$ cat config.mk
export PLATFORM = sky130hd
export DESIGN_NAME = pid_gain_uart_rx
export DESIGN_NICKNAME = d
export VERILOG_FILES = /design/src/rtl/pid_gain_pkg.sv /design/src/rtl/uart_rx.sv /design/src/rtl/pid_gain_uart_rx.sv
export SDC_FILE = /design/constraint.sdc
export NUM_CORES = 1
export LEC_CHECK = 0
export CORE_MARGIN = 2
export CORE_UTILIZATION = 35
export CTS_BUF_LIST = sky130_fd_sc_hd__clkbuf_4 sky130_fd_sc_hd__clkbuf_8
export DETAILED_ROUTE_END_ITERATION = 8
export GPL_ROUTABILITY_DRIVEN = 0
export PLACE_DENSITY = 0.58
export SYNTH_ARGS = -nofsm -noshare
export SYNTH_HDL_FRONTEND = slang
export SYNTH_SLANG_ARGS = --single-unit
$ cat constraint.sdc
create_clock -name clk -period 2.8 [get_ports clk]
set_clock_uncertainty 0.1 [all_clocks]
set_input_delay 0.28 -clock clk [delete_from_list [all_inputs] [get_ports clk]]
set_output_delay 0.28 -clock clk [all_outputs]
set_load 0.05 [all_outputs]
$ cat src/rtl/pid_gain_pkg.sv
// Shared types and constants for the PID gain command receiver.
// Latency: n/a (declarations only).
// Backpressure: n/a.
package pid_gain_pkg;

  localparam logic [7:0] SYNC_BYTE    = 8'hA5;

  localparam logic [7:0] ADDR_KP_TACH = 8'h00;
  localparam logic [7:0] ADDR_KI_TACH = 8'h01;
  localparam logic [7:0] ADDR_KD_TACH = 8'h02;
  localparam logic [7:0] ADDR_KP_WALL = 8'h10;
  localparam logic [7:0] ADDR_KI_WALL = 8'h11;
  localparam logic [7:0] ADDR_KD_WALL = 8'h12;

  typedef enum logic [2:0] {P_SYNC, P_ADDR, P_HI, P_LO, P_CK} parse_state_t;
  typedef enum logic [1:0] {B_IDLE, B_START, B_DATA, B_STOP} bit_state_t;

  typedef logic [15:0] gain_t;

  function automatic logic is_gain_addr(input logic [7:0] a);
    return (a == ADDR_KP_TACH) || (a == ADDR_KI_TACH) || (a == ADDR_KD_TACH) ||
           (a == ADDR_KP_WALL) || (a == ADDR_KI_WALL) || (a == ADDR_KD_WALL);
  endfunction

endpackage

$ cat src/rtl/uart_rx.sv
// 8N1 UART byte receiver: 2-FF synchroniser plus start/data/stop bit FSM.
// Latency: byte_valid/frame_err pulse one clk after the stop-bit sample.
// Backpressure: none; the consumer must take byte_data on the byte_valid cycle.
// Ports: clk, reset (sync, active-low), serial (async line, idles high),
//        byte_valid/byte_data (received byte), frame_err (stop bit was low).
module uart_rx
  import pid_gain_pkg::*;
#(
  parameter int CLKS_PER_BIT = 1085
) (
  input  logic       clk,
  input  logic       reset,
  input  logic       serial,
  output logic       byte_valid,
  output logic [7:0] byte_data,
  output logic       frame_err
);

  localparam int CW = $clog2(CLKS_PER_BIT);
  localparam logic [CW-1:0] FULL = CW'(CLKS_PER_BIT - 1);
  localparam logic [CW-1:0] HALF = CW'(CLKS_PER_BIT / 2 - 1);

  logic          meta, rx_s, rx_d;
  bit_state_t    state, state_n;
  logic [CW-1:0] cnt, cnt_n;
  logic [2:0]    bit_idx, bit_idx_n;
  logic [7:0]    shreg, shreg_n;
  logic          wait_high, wait_high_n;
  logic          bv_n, fe_n;

  assign byte_data = shreg;

  always_ff @(posedge clk) begin
    if (!reset) begin
      meta       <= 1'b1;
      rx_s       <= 1'b1;
      rx_d       <= 1'b1;
      state      <= B_IDLE;
      cnt        <= '0;
      bit_idx    <= '0;
      shreg      <= '0;
      wait_high  <= 1'b0;
      byte_valid <= 1'b0;
      frame_err  <= 1'b0;
    end else begin
      meta       <= serial;
      rx_s       <= meta;
      rx_d       <= rx_s;
      state      <= state_n;
      cnt        <= cnt_n;
      bit_idx    <= bit_idx_n;
      shreg      <= shreg_n;
      wait_high  <= wait_high_n;
      byte_valid <= bv_n;
      frame_err  <= fe_n;
    end
  end

  always_comb begin
    state_n     = state;
    cnt_n       = cnt + 1'b1;
    bit_idx_n   = bit_idx;
    shreg_n     = shreg;
    wait_high_n = wait_high;
    bv_n        = 1'b0;
    fe_n        = 1'b0;
    case (state)
      B_IDLE: begin
        cnt_n = '0;
        if (rx_d && !rx_s) state_n = B_START;
      end
      B_START: begin
        // Mid-start-bit check rejects short glitches.
        if (cnt == HALF) begin
          cnt_n     = '0;
          bit_idx_n = '0;
          state_n   = rx_s ? B_IDLE : B_DATA;
        end
      end
      B_DATA: begin
        if (cnt == FULL) begin
          cnt_n     = '0;
          shreg_n   = {rx_s, shreg[7:1]};
          bit_idx_n = bit_idx + 1'b1;
          if (bit_idx == 3'd7) state_n = B_STOP;
        end
      end
      B_STOP: begin
        if (wait_high) begin
          // After a bad stop bit, hold off until the line is back at idle so a
          // long break is not mistaken for a new start bit.
          cnt_n = '0;
          if (rx_s) begin
            wait_high_n = 1'b0;
            state_n     = B_IDLE;
          end
        end else if (cnt == FULL) begin
          cnt_n = '0;
          if (rx_s) begin
            bv_n    = 1'b1;
            state_n = B_IDLE;
          end else begin
            fe_n        = 1'b1;
            wait_high_n = 1'b1;
          end
        end
      end
      default: state_n = B_IDLE;
    endcase
  end

endmodule

$ cat src/rtl/pid_gain_uart_rx.sv
// PID gain command receiver: parses A5/ADDR/HI/LO/CKSUM frames into six gain registers.
// Latency: gain and gain_update change 2 clk after the checksum stop-bit sample.
// Backpressure: none; frames are consumed at line rate, back-to-back allowed.
// Ports: clk, reset (sync, active-low), uart_serial_rx; k_{p,i,d}_{tach,wall} gains,
//        gain_update pulse, gain_addr, frame_err_cnt / cksum_err_cnt (saturating).
// Option: define PID_GAIN_RX_TIMEOUT_EN to abandon frames stalled for TIMEOUT_CLKS.
module pid_gain_uart_rx
  import pid_gain_pkg::*;
#(
  parameter int                    CLKS_PER_BIT = 1085,
  parameter int                    GAIN_WIDTH   = 16,
  parameter logic [GAIN_WIDTH-1:0] KP_TACH_RST  = 16'h0800,
  parameter logic [GAIN_WIDTH-1:0] KP_WALL_RST  = 16'h0100
`ifdef PID_GAIN_RX_TIMEOUT_EN
  ,
  parameter int                    TIMEOUT_CLKS = 20 * CLKS_PER_BIT
`endif
) (
  input  logic                  clk,
  input  logic                  reset,
  input  logic                  uart_serial_rx,
  output logic [GAIN_WIDTH-1:0] k_p_tach,
  output logic [GAIN_WIDTH-1:0] k_i_tach,
  output logic [GAIN_WIDTH-1:0] k_d_tach,
  output logic [GAIN_WIDTH-1:0] k_p_wall,
  output logic [GAIN_WIDTH-1:0] k_i_wall,
  output logic [GAIN_WIDTH-1:0] k_d_wall,
  output logic                  gain_update,
  output logic [7:0]            gain_addr,
  output logic [7:0]            frame_err_cnt,
  output logic [7:0]            cksum_err_cnt
);

  logic       byte_valid, frame_err;
  logic [7:0] byte_data;

  uart_rx #(.CLKS_PER_BIT(CLKS_PER_BIT)) u_rx (
    .clk       (clk),
    .reset     (reset),
    .serial    (uart_serial_rx),
    .byte_valid(byte_valid),
    .byte_data (byte_data),
    .frame_err (frame_err)
  );

  parse_state_t pstate, pstate_n;
  logic [7:0]   addr_q, hi_q, lo_q;
  logic         wr_en, ck_bad, timed_out;
  gain_t        wdata;

  assign wdata = {hi_q, lo_q};

`ifdef PID_GAIN_RX_TIMEOUT_EN
  localparam int TW = $clog2(TIMEOUT_CLKS + 1);
  logic [TW-1:0] to_cnt;

  always_ff @(posedge clk) begin
    if (!reset || byte_valid || pstate == P_SYNC) to_cnt <= '0;
    else                                           to_cnt <= to_cnt + 1'b1;
  end

  assign timed_out = (pstate != P_SYNC) && (to_cnt == TW'(TIMEOUT_CLKS - 1));
`else
  assign timed_out = 1'b0;
`endif

  always_comb begin
    pstate_n = pstate;
    wr_en    = 1'b0;
    ck_bad   = 1'b0;
    if (frame_err) begin
      pstate_n = P_SYNC;
    end else if (byte_valid) begin
      case (pstate)
        P_SYNC: if (byte_data == SYNC_BYTE) pstate_n = P_ADDR;
        P_ADDR: pstate_n = P_HI;
        P_HI:   pstate_n = P_LO;
        P_LO:   pstate_n = P_CK;
        P_CK: begin
          pstate_n = P_SYNC;
          if ((addr_q ^ hi_q ^ lo_q) != byte_data) ck_bad = 1'b1;
          else                                     wr_en  = is_gain_addr(addr_q);
        end
        default: pstate_n = P_SYNC;
      endcase
    end else if (timed_out) begin
      pstate_n = P_SYNC;
    end
  end

  always_ff @(posedge clk) begin
    if (!reset) begin
      pstate        <= P_SYNC;
      addr_q        <= '0;
      hi_q          <= '0;
      lo_q          <= '0;
      k_p_tach      <= KP_TACH_RST;
      k_i_tach      <= '0;
      k_d_tach      <= '0;
      k_p_wall      <= KP_WALL_RST;
      k_i_wall      <= '0;
      k_d_wall      <= '0;
      gain_update   <= 1'b0;
      gain_addr     <= '0;
      frame_err_cnt <= '0;
      cksum_err_cnt <= '0;
    end else begin
      pstate      <= pstate_n;
      gain_update <= wr_en;
      if (byte_valid) begin
        case (pstate)
          P_ADDR:  addr_q <= byte_data;
          P_HI:    hi_q   <= byte_data;
          P_LO:    lo_q   <= byte_data;
          default: ;
        endcase
      end
      if (wr_en) begin
        gain_addr <= addr_q;
        case (addr_q)
          ADDR_KP_TACH: k_p_tach <= GAIN_WIDTH'(wdata);
          ADDR_KI_TACH: k_i_tach <= GAIN_WIDTH'(wdata);
          ADDR_KD_TACH: k_d_tach <= GAIN_WIDTH'(wdata);
          ADDR_KP_WALL: k_p_wall <= GAIN_WIDTH'(wdata);
          ADDR_KI_WALL: k_i_wall <= GAIN_WIDTH'(wdata);
          ADDR_KD_WALL: k_d_wall <= GAIN_WIDTH'(wdata);
          default: ;
        endcase
      end
      if (frame_err && frame_err_cnt != 8'hFF) frame_err_cnt <= frame_err_cnt + 1'b1;
      if (ck_bad && cksum_err_cnt != 8'hFF)    cksum_err_cnt <= cksum_err_cnt + 1'b1;
    end
  end

endmodule

==> tab_implementation.tex <==
\begin{tabular}{lr}
\hline
Metric & Value \\
\hline
\multicolumn{2}{l}{\textbf{Setup path}} \\
Category of the most critical setup path & flip-flop to flip-flop \\
RR Startpoint & u\_rx.cnt[0]\$\_SDFF\_PN0\_ \\
Critical Path AT & around 2.7 ns \\
Startpoint kind of the worst setup timing path & flip-flop \\
CP Max Fanout & 8 \\
Required time at the endpoint of the critical path & just over 3 ns \\
Timing startpoint of the critical path & u\_rx.cnt[0]\$\_SDFF\_PN0\_ \\
Kind of capture point of the worst setup path & flip-flop \\
\multicolumn{2}{l}{\textbf{STA}} \\
Max-slew violation count & 0 \\
Top achievable clock speed & roughly 420 MHz \\
Setup ws final & 0.391 ns \\
Number of endpoints with negative hold slack in the final report & 0 \\
Minimum clock period after layout & $\sim$2.4 ns \\
Measured slew at the worst slew-check pin & between 0.6 and 0.7 ns \\
Worst-case headroom to the max-slew limit & 0.570 \\
Final count of negative-setup-slack endpoints & 0 \\
Fin Setup TNS & 0 ns \\
Unrepaired setup endpoints after global routing & no \\
Final critical-path share of the clock period & 0.860 \\
\multicolumn{2}{l}{\textbf{Synth}} \\
Number of register bits inferred by synthesis & 178 \\
Synth warnings & 0 \\
Share of flip-flops with an asynchronous set or reset after synthesis & 0 \\
Syn nets & 770 \\
Mapped Area & slightly above 7000 um2 \\
Average instance area after synthesis & between 9 and 10 um2 \\
Proportion of synthesized chip area in sequential cells & 0.496 \\
Proportion of netlist area held by the largest area contributor & 0.496 \\
Number of standard cells after synthesis & between 700 and 800 \\
Cell taking the most area after synthesis & dfxtp\_1 \\
Most used flip-flop cell after synthesis & dfxtp\_1 \\
Cells taking the most area after synthesis & dfxtp\_1 (50\%), mux2i\_1 (15\%), nand2\_1 (9.2\%) \\
Count of unique library cells instantiated by Yosys & between 40 and 50 \\
Number of flops mapped to enable cells by yosys & 0 \\
\multicolumn{2}{l}{\textbf{Finish}} \\
Number of inserted diodes & 0 \\
Fraction of layout instances using a drive strength above 1 & 0.0692 \\
Fin nets & slightly below 900 \\
Number of filler instances in the final layout & approximately 2,000 \\
Final core utilization & 0.446 \\
Layout Area Growth over Synthesis & 25.3\% \\
\multicolumn{2}{l}{\textbf{CTS}} \\
Gates resized, CTS repair & 0 \\
Clock Pin Slew Worst Setup and Hold Paths & approximately 0.11 ns \\
Count of hold-fix buffers inserted at cts & 0 \\
Post-CTS Setup Bufs & 0 \\
Clock Root Buffer & clkbuf\_8 \\
Clock sink count & around 180 \\
Htree depth & 4 \\
Latest clock arrival within the worst-skew pair & between 0.4 and 0.5 ns \\
CTS buffer count & 17 \\
CTS tree & built \\
Number of buffers on the longest clock path & 2 \\
\multicolumn{2}{l}{\textbf{Place}} \\
Number of I/O port buffers & between 100 and 150 \\
Pre-CTS setup slack & 0.391 ns \\
Detailed Place HPWL & around 12,000 um \\
\multicolumn{2}{l}{\textbf{Power}} \\
Standby leakage power & 3.69 nW \\
Tot Pwr & $\sim$4.4 mW \\
Largest voltage drop on the vdd net & 0.270 mV \\
Power per unit of standard cell area & around 490 nW/um2 \\
\multicolumn{2}{l}{\textbf{GRT}} \\
Remaining global-route overflow & 0 \\
Pin count of the biggest net entering global routing & 59 \\
Wire length of the first global-routing pass & roughly 27,000 um \\
Vias in the first global route & slightly above 5,000 \\
Total track usage & 0.160 \\
Antenna violations before repair & 0 \\
\multicolumn{2}{l}{\textbf{Route}} \\
Post-route DRC violation count & 0 \\
Overall routed net length & around 17,000 um \\
Residual antenna-violating net count after detailed routing & 0 \\
Post-DR vias/cell & around 4.7 \\
Iteration count of the initial detailed-routing pass & 4 \\
Count of vias placed by the detailed router & 5,409 \\
Initial detailed-routing violation count & approximately 230 \\
Routed len/inst & about 15 um \\
\multicolumn{2}{l}{\textbf{Status}} \\
Result of the run & completed \\
\multicolumn{2}{l}{\textbf{Floorplan}} \\
Die Y & approximately 150 um \\
Overall die width & around 150 um \\
Area of the core & around 20,000 um2 \\
Initial Util & 0.356 \\
Die outline area & approximately 22,000 um2 \\
Ports & 124 \\
FP Rows & 52 \\
\multicolumn{2}{l}{\textbf{Flow run}} \\
Number of max-cap violations & 0 \\
\multicolumn{2}{l}{\textbf{Worst hold path}} \\
Hold wc startpoint & reset \\
Worst hold-check path type & primary input to flip-flop \\
\hline
\end{tabular}
## layout make-up
type,instances,area (um2),share of cell area
clock buffers,17,234,0.0260
clock inverters,15,155,0.0172
inverters,12,45.0,0.00500
multi-input cells,523,3330,0.370
flip-flops and latches,178,3560,0.396
well taps,270,338,0.0375
repair buffers,137,1330,0.148
## stage by stage
| stage | hold slack (ns) | cells | area, um2 |
|---|---|---|---|
| global placement | 0.301 | 1120 | 8610 |
| floorplan | 0.281 | 756 | 7180 |
| finish | 0.119 | 1152 | 9000 |
| global route | 0.114 | 1152 | 9000 |
| detailed placement | 0.297 | 1120 | 8610 |
| CTS | 0.101 | 1152 | 9000 |
## cells in the mapped netlist, types with 2 or more instances
cell type	number
xnor2_1	19
o21ai_0	7
o31ai_1	5
nor3_1	6
clkbuf_1	29
and3_1	10
ha_1	11
a21oi_1	44
nand4_1	6
dfxtp_1	178
nor4bb_1	2
nor4_2	3
nor2_1	39
mux2i_1	106
buf_6	8
or3_1	6
xor2_1	19
buf_4	2
inv_1	11
nand2_1	176
nand3_4	4
or4_1	4
nand4b_1	2
nand3_1	26
buf_2	3
and2_1	3
or2_2	3
nor4_1	3
nand2b_1	4
## worst paths after layout
path                                     end  slack [ns]  cells past startpoint
setup / recovery  u_rx.state[0]$_SDFFE_PN0P_        0.39                      7
hold / removal          u_rx.rx_s$_SDFF_PN1_        0.12                      2
setup reg to reg  u_rx.state[0]$_SDFFE_PN0P_        0.39                      7
hold reg to reg         u_rx.rx_s$_SDFF_PN1_        0.32                      1
## metal layers
| layer | GRT usage | vias to the layer above | part of all wire |
|---|---|---|---|
| li1 | - | 2774 | - |
| met5 | 0 | - | 0 |
| met4 | 0.0529 | 0 | 0.0092 |
| met1 | 0.220 | 2525 | 0.49 |
| met3 | 0.0311 | 14 | 0.037 |
| met2 | 0.254 | 96 | 0.46 |
## registers in the layout (all words and copies together), names as in the netlist, 11 cells and up, named ones only
register and cells:
k_d_tach 16, k_i_wall 16, k_p_tach 16, k_p_wall 16, u_rx.cnt 11, k_d_wall 16
k_i_tach 16
## cells in the final DEF, fill, tap and decap left out, drive strengths merged, types with 2 or more instances in the layout
cell type / netlist / final
a21oi: 44 / 44
nand3: 30 / 30
inv: 11 / 21
nor4: 6 / 6
and2: 3 / 3
xor2: 19 / 19
nand2: 176 / 176
ha: 11 / 11
nand4: 7 / 7
clkdlybuf4s50: 0 / 122
or2: 3 / 3
xnor2: 19 / 19
mux2i: 106 / 106
clkinv: 1 / 4
o21ai: 7 / 7
clkinvlp: 0 / 2
dfxtp: 178 / 178
nor4bb: 2 / 2
clkbuf: 29 / 17
and3: 10 / 10
nor3: 6 / 6
nand4b: 2 / 2
o31ai: 5 / 5
or4: 4 / 4
or3: 6 / 6
buf: 14 / 15
nor2: 39 / 39
nand2b: 4 / 4
## power breakdown
| part | switching [mW] | internal, mW | leakage [nW] |
|---|---|---|---|
| Sequential | 0.00571 | 2.53 | 1.43 |
| Clock | 1.07 | 0.673 | 0.195 |
| Combinational | 0.0655 | 0.0205 | 2.06 |
| Total | 1.14 | 3.23 | 3.69 |
## critical path: stages (launching register included)
cell,delay [ns]
dfxtp_1,0.48
ha_1,0.18
or4bb_1,0.47
o31ai_1,0.29
o21ai_0,0.19
nor3_1,0.34
nor2_1,0.07
a211oi_1,0.21
## cells by family after synthesis
| group | synth area share |
|---|---|
| multiplexers | 0.148 |
| flip-flops | 0.496 |
| adder cells (fa/ha/maj) | 0.0192 |
| AND/OR/NAND/NOR | 0.201 |
| buffers and inverters | 0.0409 |
| XOR/XNOR | 0.0463 |
| AO/OA/AOI/OAI | 0.0488 |
(Power assumes the default switching activity.)
